===== src/rtl/fifo_param_if.sv =====
// FIFO port bundle: active-low write/read/clear strobes in, data and status out.
// Build option FIFO_PARAM_FWFT_EN (see fifo_param.sv) changes only data_o timing.
interface fifo_param_if #(
  parameter int WIDTH = 8,
  parameter int DEPTH = 128
);
  localparam int CW = $clog2(DEPTH + 1);

  // Strobe semantics: n_we_i=0 offers data_i for one edge and is taken only if
  // the FIFO has room (or a read is taken the same edge); n_re_i=0 pops only if
  // count_o>0. A refused strobe sets the matching sticky error flag instead.
  logic [WIDTH-1:0] data_i;
  logic             n_we_i;
  logic             n_re_i;
  logic             n_clr_i;
  logic [WIDTH-1:0] data_o;
  logic             p_empty_o;
  logic             p_full_o;
  logic             p_aempty_o;
  logic             p_afull_o;
  logic [CW-1:0]    count_o;
  logic             p_ovf_o;
  logic             p_udf_o;

  modport slave (
    input  data_i, n_we_i, n_re_i, n_clr_i,
    output data_o, p_empty_o, p_full_o, p_aempty_o, p_afull_o,
           count_o, p_ovf_o, p_udf_o
  );

  modport master (
    output data_i, n_we_i, n_re_i, n_clr_i,
    input  data_o, p_empty_o, p_full_o, p_aempty_o, p_afull_o,
           count_o, p_ovf_o, p_udf_o
  );
endinterface


===== src/rtl/fifo_param.sv =====
// Synchronous FIFO, any DEPTH (no spare slot), count-derived flags, sticky ovf/udf.
// `define FIFO_PARAM_FWFT_EN for first-word-fall-through data_o; default is registered read.
module fifo_param #(
  parameter int WIDTH    = 8,
  parameter int DEPTH    = 128,
  parameter int AF_LEVEL = DEPTH - 4,
  parameter int AE_LEVEL = 4
) (
  input  logic        clk,
  input  logic        rst,
  fifo_param_if.slave bus
);
  localparam int CW = $clog2(DEPTH + 1);
  localparam int PW = $clog2(DEPTH);
  localparam logic [CW-1:0] FULL_C = CW'(DEPTH);
  localparam logic [CW-1:0] AF_C   = CW'(AF_LEVEL);
  localparam logic [CW-1:0] AE_C   = CW'(AE_LEVEL);
  localparam logic [PW-1:0] LAST_P = PW'(DEPTH - 1);

  logic [WIDTH-1:0] mem [DEPTH];
  logic [PW-1:0]    wr_ptr;
  logic [PW-1:0]    rd_ptr;
  logic [CW-1:0]    count;
  logic             ovf;
  logic             udf;
  logic             rd_acc;
  logic             wr_acc;

  function automatic logic [PW-1:0] ptr_inc(input logic [PW-1:0] p);
    return (p == LAST_P) ? '0 : p + PW'(1);
  endfunction

  // A full FIFO still takes a write when the same edge pops an entry.
  assign rd_acc = !bus.n_re_i && (count != '0);
  assign wr_acc = !bus.n_we_i && ((count != FULL_C) || rd_acc);

  always_ff @(posedge clk or posedge rst) begin
    if (rst) begin
      wr_ptr <= '0;
      rd_ptr <= '0;
      count  <= '0;
      ovf    <= 1'b0;
      udf    <= 1'b0;
    end else if (!bus.n_clr_i) begin
      wr_ptr <= '0;
      rd_ptr <= '0;
      count  <= '0;
      ovf    <= 1'b0;
      udf    <= 1'b0;
    end else begin
      if (wr_acc) wr_ptr <= ptr_inc(wr_ptr);
      if (rd_acc) rd_ptr <= ptr_inc(rd_ptr);
      case ({wr_acc, rd_acc})
        2'b10:   count <= count + CW'(1);
        2'b01:   count <= count - CW'(1);
        default: count <= count;
      endcase
      if (!bus.n_we_i && !wr_acc) ovf <= 1'b1;
      if (!bus.n_re_i && !rd_acc) udf <= 1'b1;
    end
  end

  // Storage is never cleared; only the pointers forget it.
  always_ff @(posedge clk) begin
    if (!rst && bus.n_clr_i && wr_acc) mem[wr_ptr] <= bus.data_i;
  end

`ifdef FIFO_PARAM_FWFT_EN
  assign bus.data_o = (count != '0) ? mem[rd_ptr] : '0;
`else
  logic [WIDTH-1:0] data_q;

  always_ff @(posedge clk or posedge rst) begin
    if (rst)                 data_q <= '0;
    else if (!bus.n_clr_i)   data_q <= '0;
    else if (rd_acc)         data_q <= mem[rd_ptr];
  end

  assign bus.data_o = data_q;
`endif

  assign bus.count_o    = count;
  assign bus.p_empty_o  = (count == '0);
  assign bus.p_full_o   = (count == FULL_C);
  assign bus.p_aempty_o = (count <= AE_C);
  assign bus.p_afull_o  = (count >= AF_C);
  assign bus.p_ovf_o    = ovf;
  assign bus.p_udf_o    = udf;
endmodule


===== src/flat_wrapper.sv =====
// flat-port wrapper written by rule: the top's interface ports become plain ports
module fifo_param_flat 
#(
  parameter int WIDTH    = 8,
  parameter int DEPTH    = 128,
  parameter int AF_LEVEL = DEPTH - 4,
  parameter int AE_LEVEL = 4
)
  (clk, rst, bus_data_i, bus_n_we_i, bus_n_re_i, bus_n_clr_i, bus_data_o, bus_p_empty_o, bus_p_full_o, bus_p_aempty_o, bus_p_afull_o, bus_count_o, bus_p_ovf_o, bus_p_udf_o);
  fifo_param_if #(.WIDTH(WIDTH), .DEPTH(DEPTH)) bus_i ();
  input  logic clk;
  input  logic rst;
  input wire logic [$bits(bus_i.data_i)-1:0] bus_data_i;
  input wire logic [$bits(bus_i.n_we_i)-1:0] bus_n_we_i;
  input wire logic [$bits(bus_i.n_re_i)-1:0] bus_n_re_i;
  input wire logic [$bits(bus_i.n_clr_i)-1:0] bus_n_clr_i;
  output wire logic [$bits(bus_i.data_o)-1:0] bus_data_o;
  output wire logic [$bits(bus_i.p_empty_o)-1:0] bus_p_empty_o;
  output wire logic [$bits(bus_i.p_full_o)-1:0] bus_p_full_o;
  output wire logic [$bits(bus_i.p_aempty_o)-1:0] bus_p_aempty_o;
  output wire logic [$bits(bus_i.p_afull_o)-1:0] bus_p_afull_o;
  output wire logic [$bits(bus_i.count_o)-1:0] bus_count_o;
  output wire logic [$bits(bus_i.p_ovf_o)-1:0] bus_p_ovf_o;
  output wire logic [$bits(bus_i.p_udf_o)-1:0] bus_p_udf_o;
  assign bus_i.data_i = bus_data_i;
  assign bus_i.n_we_i = bus_n_we_i;
  assign bus_i.n_re_i = bus_n_re_i;
  assign bus_i.n_clr_i = bus_n_clr_i;
  assign bus_data_o = bus_i.data_o;
  assign bus_p_empty_o = bus_i.p_empty_o;
  assign bus_p_full_o = bus_i.p_full_o;
  assign bus_p_aempty_o = bus_i.p_aempty_o;
  assign bus_p_afull_o = bus_i.p_afull_o;
  assign bus_count_o = bus_i.count_o;
  assign bus_p_ovf_o = bus_i.p_ovf_o;
  assign bus_p_udf_o = bus_i.p_udf_o;
  fifo_param #(.WIDTH(WIDTH), .DEPTH(DEPTH), .AF_LEVEL(AF_LEVEL), .AE_LEVEL(AE_LEVEL)) u_core (.clk(clk), .rst(rst), .bus(bus_i));
endmodule

===== config.mk =====
export PLATFORM = sky130hd
export DESIGN_NAME = fifo_param_flat
export DESIGN_NICKNAME = d
export VERILOG_FILES = /design/src/rtl/fifo_param_if.sv /design/src/rtl/fifo_param.sv /design/src/flat_wrapper.sv
export SDC_FILE = /design/constraint.sdc
export NUM_CORES = 1
export LEC_CHECK = 0
export CORE_ASPECT_RATIO = 0.5
export CORE_MARGIN = 5
export CORE_UTILIZATION = 45
export DETAILED_ROUTE_END_ITERATION = 7
export PLACE_DENSITY = 0.61
export REMOVE_ABC_BUFFERS = 1
export SLEW_MARGIN = 25
export SYNTH_ARGS = -nofsm -noshare
export SYNTH_HDL_FRONTEND = slang
export SYNTH_SLANG_ARGS = --single-unit

===== constraint.sdc =====
create_clock -name clk -period 3.9 [get_ports clk]
set_input_delay 1.17 -clock clk [delete_from_list [all_inputs] [get_ports clk]]
set_output_delay 1.17 -clock clk [all_outputs]
set_load 0.005 [all_outputs]

==> impl_metrics.yaml, run 1 <==
routing:
  dr.pass1.iters: 6
  drc: 0
  drtIter0Drc: 2120
  vias_per_cell: 5.846
  num_vias: 21090
  drtAntennaViolNets: 0
  wl_per_cell_um: 27.80
  routed_wl_mm: 100.3
clocking:
  h-tree-depth: 3
  cts-root-buf: "clkbuf_16"
  cts_made_buffers: 93
  insertion_delay_ns: 0.67
  clk_pin_slew_ns: 0.06
  clock-sinks: 1056
  cts_setup_buffers: 0
  cts_resized: 0
  postCtsHoldBufs: 0
  cts_tree: "done"
  clockBufferDepth: 3
sta:
  fin_ws_ns: 0.3559
  skew_ns: 0.03083
  period_share_pct: 90.87
  rsz0062_at_grt: "no"
  hold_violations: 0
  fmax_mhz: 282.2
  maxSlewViolCount: 0
  slew_headroom_pct: 34.99
  tightestPinTransition_ns: 0.9752
  fin_crit_ns: 3.544
  setup_viol: 0
floorplanning:
  core_um2: 90960
  start_util_pct: 45.49
  dieWidth_um: 438.8
  boundaryPins: 35
  die_h_um: 224.4
  die-area_um2: 98480
  row_count: 78
layout:
  regArea_um2: 31560
  diodes: 0
  final_layout_size_suffix_gt1_share_pct: 26.10
  post-route-util_pct: 52.34
  stdcell_area_um2: 47600
  mostFrequentLayoutCell: "edfxtp_1"
  multi_input_area_um2: 9181
  layout_common_cells: "1024 x edfxtp_1, 224 x mux4_2, 218 x buf_4, 147 x nor2_1, 95 x clkbuf_16"
  area_growth_pct: 15.05
  final_nets: 2313
  fin_cells: 3608
  fillers: 7202
critical_path:
  critPathCaptureType: "output port"
  rrSetupSlack_ns: 0.54
  crit_fanout: 6
  arrival_ns: 2.37
  critPathMaxStageDelay_ns: 0.54
  crit_path_start_kind: "flip-flop"
  critPathKind: "flip-flop to output port"
  cp_slowest_cell: "nor4_1"
  cp.required_ns: 2.73
  path_cells: "nor4_1 -> and3_1 -> clkdlybuf4s50_1"
logic_synthesis:
  async_flop_share_pct: 3.030
  synth-seq-area-share_pct: 76.25
  synth_enable_flop_cells: 1024
  netlist_area_um2: 41380
  synth_cells: 2044
  ys_ff_latch: 1056
  syn_avg_cell_area_um2: 20.24
  yosysWarnings: 0
  ys.flop_type: "edfxtp_1"
  yosysUniqueCellTypes: 56
placement:
  dpl.hpwl_mm: 62.54
  place_inst: 3435
  dpl_worst_slack_ns: -0.01365
  placed_cell_area_um2: 44660
  gp_congestion: 0.8755
  portBuffers: 34
run:
  maxCapViolCount: 0
worst_hold_path:
  min_path_type: "flip-flop to flip-flop"
power_and_ir_drop:
  p_per_area_nw_per_um2: 561.5
  leakagePower_nw: 15.11
  vdd_drop_max_mv: 0.3085
run_status:
  status: "finished clean"
grt:
  overflow: 0
  first_global_vias: 20970
  gr-usage-all-layers_pct: 20.46
  grt_pass1_wl_mm: 147.1
  antenna_found_initial: 0
  grt_max_degree: 129
[layer usage]
metal | routed length (um) | track usage [%] | up-vias
met4 | 1998 | 4.854 | 0
met5 | 0 | 0 | -
li1 | - | - | 8957
met1 | 45740 | 31.70 | 11200
met2 | 44720 | 29.97 | 804
met3 | 7845 | 4.314 | 132
[stage by stage]
step,total power [mW],hold slack (ns),TNS (ns)
after floorplan,15.55,0.4874,-121.77
after global placement,18.01,0.4752,0
after detailed placement,18.03,0.4792,-0.01365
after CTS,26.94,0.4938,0
after global routing,27.74,0.5159,0
final,26.73,0.4882,0
[final timing paths]
check	startpoint	to	cells past startpoint
worst max-delay path	u_core.bus.count_o[4]$_DFFE_PP0P_	bus_p_aempty_o	3
worst min-delay path	u_core.bus.p_ovf_o$_DFFE_PP0P_	u_core.bus.p_ovf_o$_DFFE_PP0P_	1
worst max register to register	u_core.rd_ptr[2]$_DFFE_PP0P_	u_core.bus.data_o[0]$_DFFE_PP0P_	8
worst min register to register	u_core.bus.p_ovf_o$_DFFE_PP0P_	u_core.bus.p_ovf_o$_DFFE_PP0P_	1
max in group asynchronous	rst	u_core.rd_ptr[1]$_DFFE_PP0P_	3
min in group asynchronous	rst	u_core.wr_ptr[0]$_DFFE_PP0P_	3
[cells in the mapped netlist, types with 8 or more instances]
| cell type | number | area (um2) |
|---|---|---|
| buf_2 | 16 | 80.08 |
| nand3_1 | 39 | 195.2 |
| nand2_1 | 33 | 123.9 |
| o21ai_0 | 23 | 115.1 |
| edfxtp_1 | 1024 | 30750 |
| ha_1 | 8 | 100.1 |
| a22o_1 | 24 | 210.2 |
| mux2i_1 | 74 | 740.7 |
| nor2b_1 | 12 | 75.07 |
| clkbuf_1 | 54 | 202.7 |
| mux4_2 | 224 | 5045 |
| dfrtp_1 | 32 | 800.8 |
| a221oi_2 | 10 | 150.1 |
| xnor2_1 | 13 | 113.9 |
| a22oi_1 | 75 | 563.0 |
| a31oi_1 | 12 | 75.07 |
| nor3_1 | 23 | 115.1 |
| o22ai_1 | 21 | 131.4 |
| buf_1 | 13 | 48.80 |
| buf_4 | 14 | 105.1 |
| mux2_2 | 8 | 90.09 |
| nor2_1 | 148 | 555.5 |
| a21oi_1 | 41 | 205.2 |
| and2_1 | 10 | 62.56 |
| buf_6 | 15 | 168.9 |
| inv_1 | 13 | 48.80 |
[registers in the layout, summed over array words and instances, names as in the netlist]
name / count
u_core.bus.p_udf_o: 1
u_core.bus.data_o: 8
u_core.rd_ptr: 7
u_core.bus.p_ovf_o: 1
u_core.bus.count_o: 8
u_core.wr_ptr: 7
u_core.mem: 1024
[worst max-delay path, delay by kind of cell (launching register included)]
family,cells,cell delay [ns]
buf+inv,1,0.50
flops,1,0.46
simple gates,2,0.78
[cell type report]
class	instances	area share [%]
clock buffer	117	5.167
clock inverter	55	0.9646
inverter	13	0.1025
multi-input combinational	861	19.29
sequential	1056	66.29
tap	1240	3.259
timing repair buffer	266	4.926
[report_power, final]
part	total (mW)	switching, mW	internal, mW	leakage, nW
combinational	5.02	2.61	2.42	4.07
sequential	12.7	0.235	12.5	9.63
clock	8.97	4.03	4.94	1.42
total	26.7	6.87	19.9	15.1
[logic make-up (layout without fill, tap and decap cells)]
logic type	after synthesis	after routing	share of synthesized area [%]
buffers and inverters	127	451	1.612
multiplexers	306	306	14.20
flip-flops	1056	1056	76.25
AND/OR/NAND/NOR	297	297	3.272
AO/OA/AOI/OAI	232	232	4.013
XOR/XNOR	17	17	0.3598
adder cells (fa/ha/maj)	9	9	0.2903
(Power assumes the default switching activity.)
==> inputs of run 2 (changes only) <==
Settings changed: CORE_UTILIZATION 45 to 51, PLACE_DENSITY 0.61 to 0.68.
==> run 2 against run 1 <==
Register-to-register slack better by 0.23 ns. Worst setup slack improved by 0.0066 ns. Cell area shrank 0.42%. Power up 0.17%. Utilization increased by 7.0 points. Wire length down 2.6%. Critical path depth stayed put. Critical endpoint unchanged.
==> impl_metrics.yaml, run 2 (synthesized netlist as in run 1, its figures left out) <==
sta:
  slew_headroom_pct: 42.68
  fmax_mhz: 282.7
  skew_ns: 0.01665
  fin_crit_ns: 3.537
  tightestPinTransition_ns: 0.8597
  tns_ns: 0
  maxSlewViolCount: 0
  fin_hold_ws_ns: 0.4893
  setup_viol: 0
  period_share_pct: 90.70
  hold_violations: 0
  rsz0062_at_grt: "no"
floorplanning:
  die_h_um: 211.4
  boundaryPins: 35
  die-area_um2: 87270
  start_util_pct: 51.77
  dieWidth_um: 412.8
  core_um2: 79920
  row_count: 73
routing:
  dr.pass1.iters: 5
  drc: 0
  routed_wl_mm: 97.71
  drtIter0Drc: 2674
  drtAntennaViolNets: 0
  wl_per_cell_um: 28.40
  vias_per_cell: 6.151
  num_vias: 21160
layout:
  largest_reg_flops: 1024
  mostFrequentLayoutCell: "edfxtp_1"
  stdcell_area_um2: 47400
  final_nets: 2305
  fillers: 5666
  regMostFlops: "u_core.mem"
  multi_input_area_um2: 9181
  layout_common_cells: "1024 x edfxtp_1, 224 x mux4_2, 209 x buf_4, 147 x nor2_1, 91 x clkbuf_16"
  final_layout_size_suffix_gt1_share_pct: 26.43
  regArea_um2: 31560
  diodes: 0
  area_growth_pct: 14.57
critical_path:
  rrSetupSlack_ns: 0.77
  critPathLaunch: "u_core.bus.count_o[4]$_DFFE_PP0P_"
  rr_startpoint: "u_core.bus.count_o[4]$_DFFE_PP0P_"
  cp.required_ns: 2.73
  path_cells: "nor4_1 -> and3_1 -> clkdlybuf4s50_1"
  critPathCaptureType: "output port"
  critPathMaxStageDelay_ns: 0.53
  critPathKind: "flip-flop to output port"
  crit_path_start_kind: "flip-flop"
  crit_fanout: 6
  path_delay_family: "simple AND/OR/NAND/NOR gates"
  reg2reg_to: "u_core.bus.count_o[7]$_DFFE_PP0P_"
  cp_num_buf_inv: 1
  arrival_ns: 2.37
  cp_slowest_cell: "nor4_1"
  ff2ff_path_depth: 11
grt:
  met2_usage_pct: 33.89
  grt_max_degree: 77
  gr-usage-all-layers_pct: 22.69
  antenna_found_initial: 1
  busiest_layer: "met2"
  overflow: 0
  first_global_vias: 21110
  met3_usage_pct: 8.003
  grt_pass1_wl_mm: 143.7
  use_met1_pct: 32.75
power_and_ir_drop:
  finalPower_mw: 26.77
  p_per_area_nw_per_um2: 564.8
  vdd_drop_max_mv: 0.2961
  leakagePower_nw: 15.08
placement:
  placed_cell_area_um2: 44480
  portBuffers: 34
  gp_congestion: 0.8819
  dpl.hpwl_mm: 61.46
worst_hold_path:
  min_to: "u_core.bus.p_udf_o$_DFFE_PP0P_"
  min_from: "u_core.bus.p_udf_o$_DFFE_PP0P_"
  min_path_type: "flip-flop to flip-flop"
  hold_path_depth: 1
clocking:
  cts_made_buffers: 90
  cts_setup_buffers: 0
  clockBufferDepth: 3
  cts_tree: "done"
  cts_resized: 0
  clk_pin_slew_ns: 0.07
  insertion_delay_ns: 0.66
  h-tree-depth: 3
  cts-root-buf: "clkbuf_16"
  clock-sinks: 1056
  postCtsHoldBufs: 0
run:
  maxCapViolCount: 0
run_status:
  status: "finished clean"
==> run 2: cell types whose count changed in the layout (fill, tap and decap cells not counted), sizes merged <==
cell | previous run | this run
bufinv | 7 | 9
buf | 240 | 235
clkinvlp | 3 | 6
clkinv | 43 | 28
inv | 15 | 19
clkbuf | 117 | 113
==> run 2: worst max-delay path by stage <==
stage                                                   end  slack, ns  cells after the start
after global placement    u_core.bus.count_o[7]$_DFFE_PP0P_       0.12                     11
after CTS                                    bus_p_aempty_o       0.32                      3
after floorplan            u_core.bus.data_o[0]$_DFFE_PP0P_      -8.23                      6
after global routing                         bus_p_aempty_o       0.24                      3
final                                        bus_p_aempty_o       0.36                      3
after detailed placement  u_core.bus.count_o[7]$_DFFE_PP0P_       0.12                     11
==> run 2: final cells by class <==
cell class / count / area share (%)
flip-flops and latches: 1056 / 66.57
multi-input cells: 861 / 19.37
clock buffers: 113 / 5.020
repair buffers: 261 / 4.957
well taps: 1087 / 2.869
clock inverters: 49 / 1.109
inverters: 13 / 0.1029
==> run 2: metal layers <==
metal	vias to the layer above	wire, um
met3	141	10800
li1	8940	-
met5	-	12
met4	2	2091
met2	999	44430
met1	11080	40370
==> run 2: power by group <==
group | leakage, nW | switching [mW] | internal [mW]
clock | 1.41 | 4.00 | 4.95
combinational | 4.04 | 2.59 | 2.48
sequential | 9.63 | 0.238 | 12.5
==> run 2: metrics by stage <==
stage,std cells,util (%),worst slack [ns]
6_report,3440,59.31,0.3625
5_1_grt,3440,59.31,0.2431
4_1_cts,3439,59.29,0.3196
3_5_place_dp,3277,55.65,0.1180
3_3_place_gp,3277,55.65,0.1231
2_1_floorplan,1930,-,-8.234
==> run 2: worst reg2reg max path: stages, from the launching register on <==
cell and delay, ns:
dfrtp_1 0.45, nor4_1 0.53, a21oi_1 0.18, nand2_1 0.12
inv_1 0.08, ha_1 0.27, a21oi_1 0.17, o21ai_0 0.18
a2111oi_0 0.57, nor3_1 0.10, a211oi_1 0.24, o22ai_1 0.11
==> inputs of run 3 (changes only) <==
Settings changed: ABC_CLOCK_PERIOD_IN_PS from default to 3900.
==> results of run 3 <==
No change in the layout: final DEF, timing and power equal those of run 2.
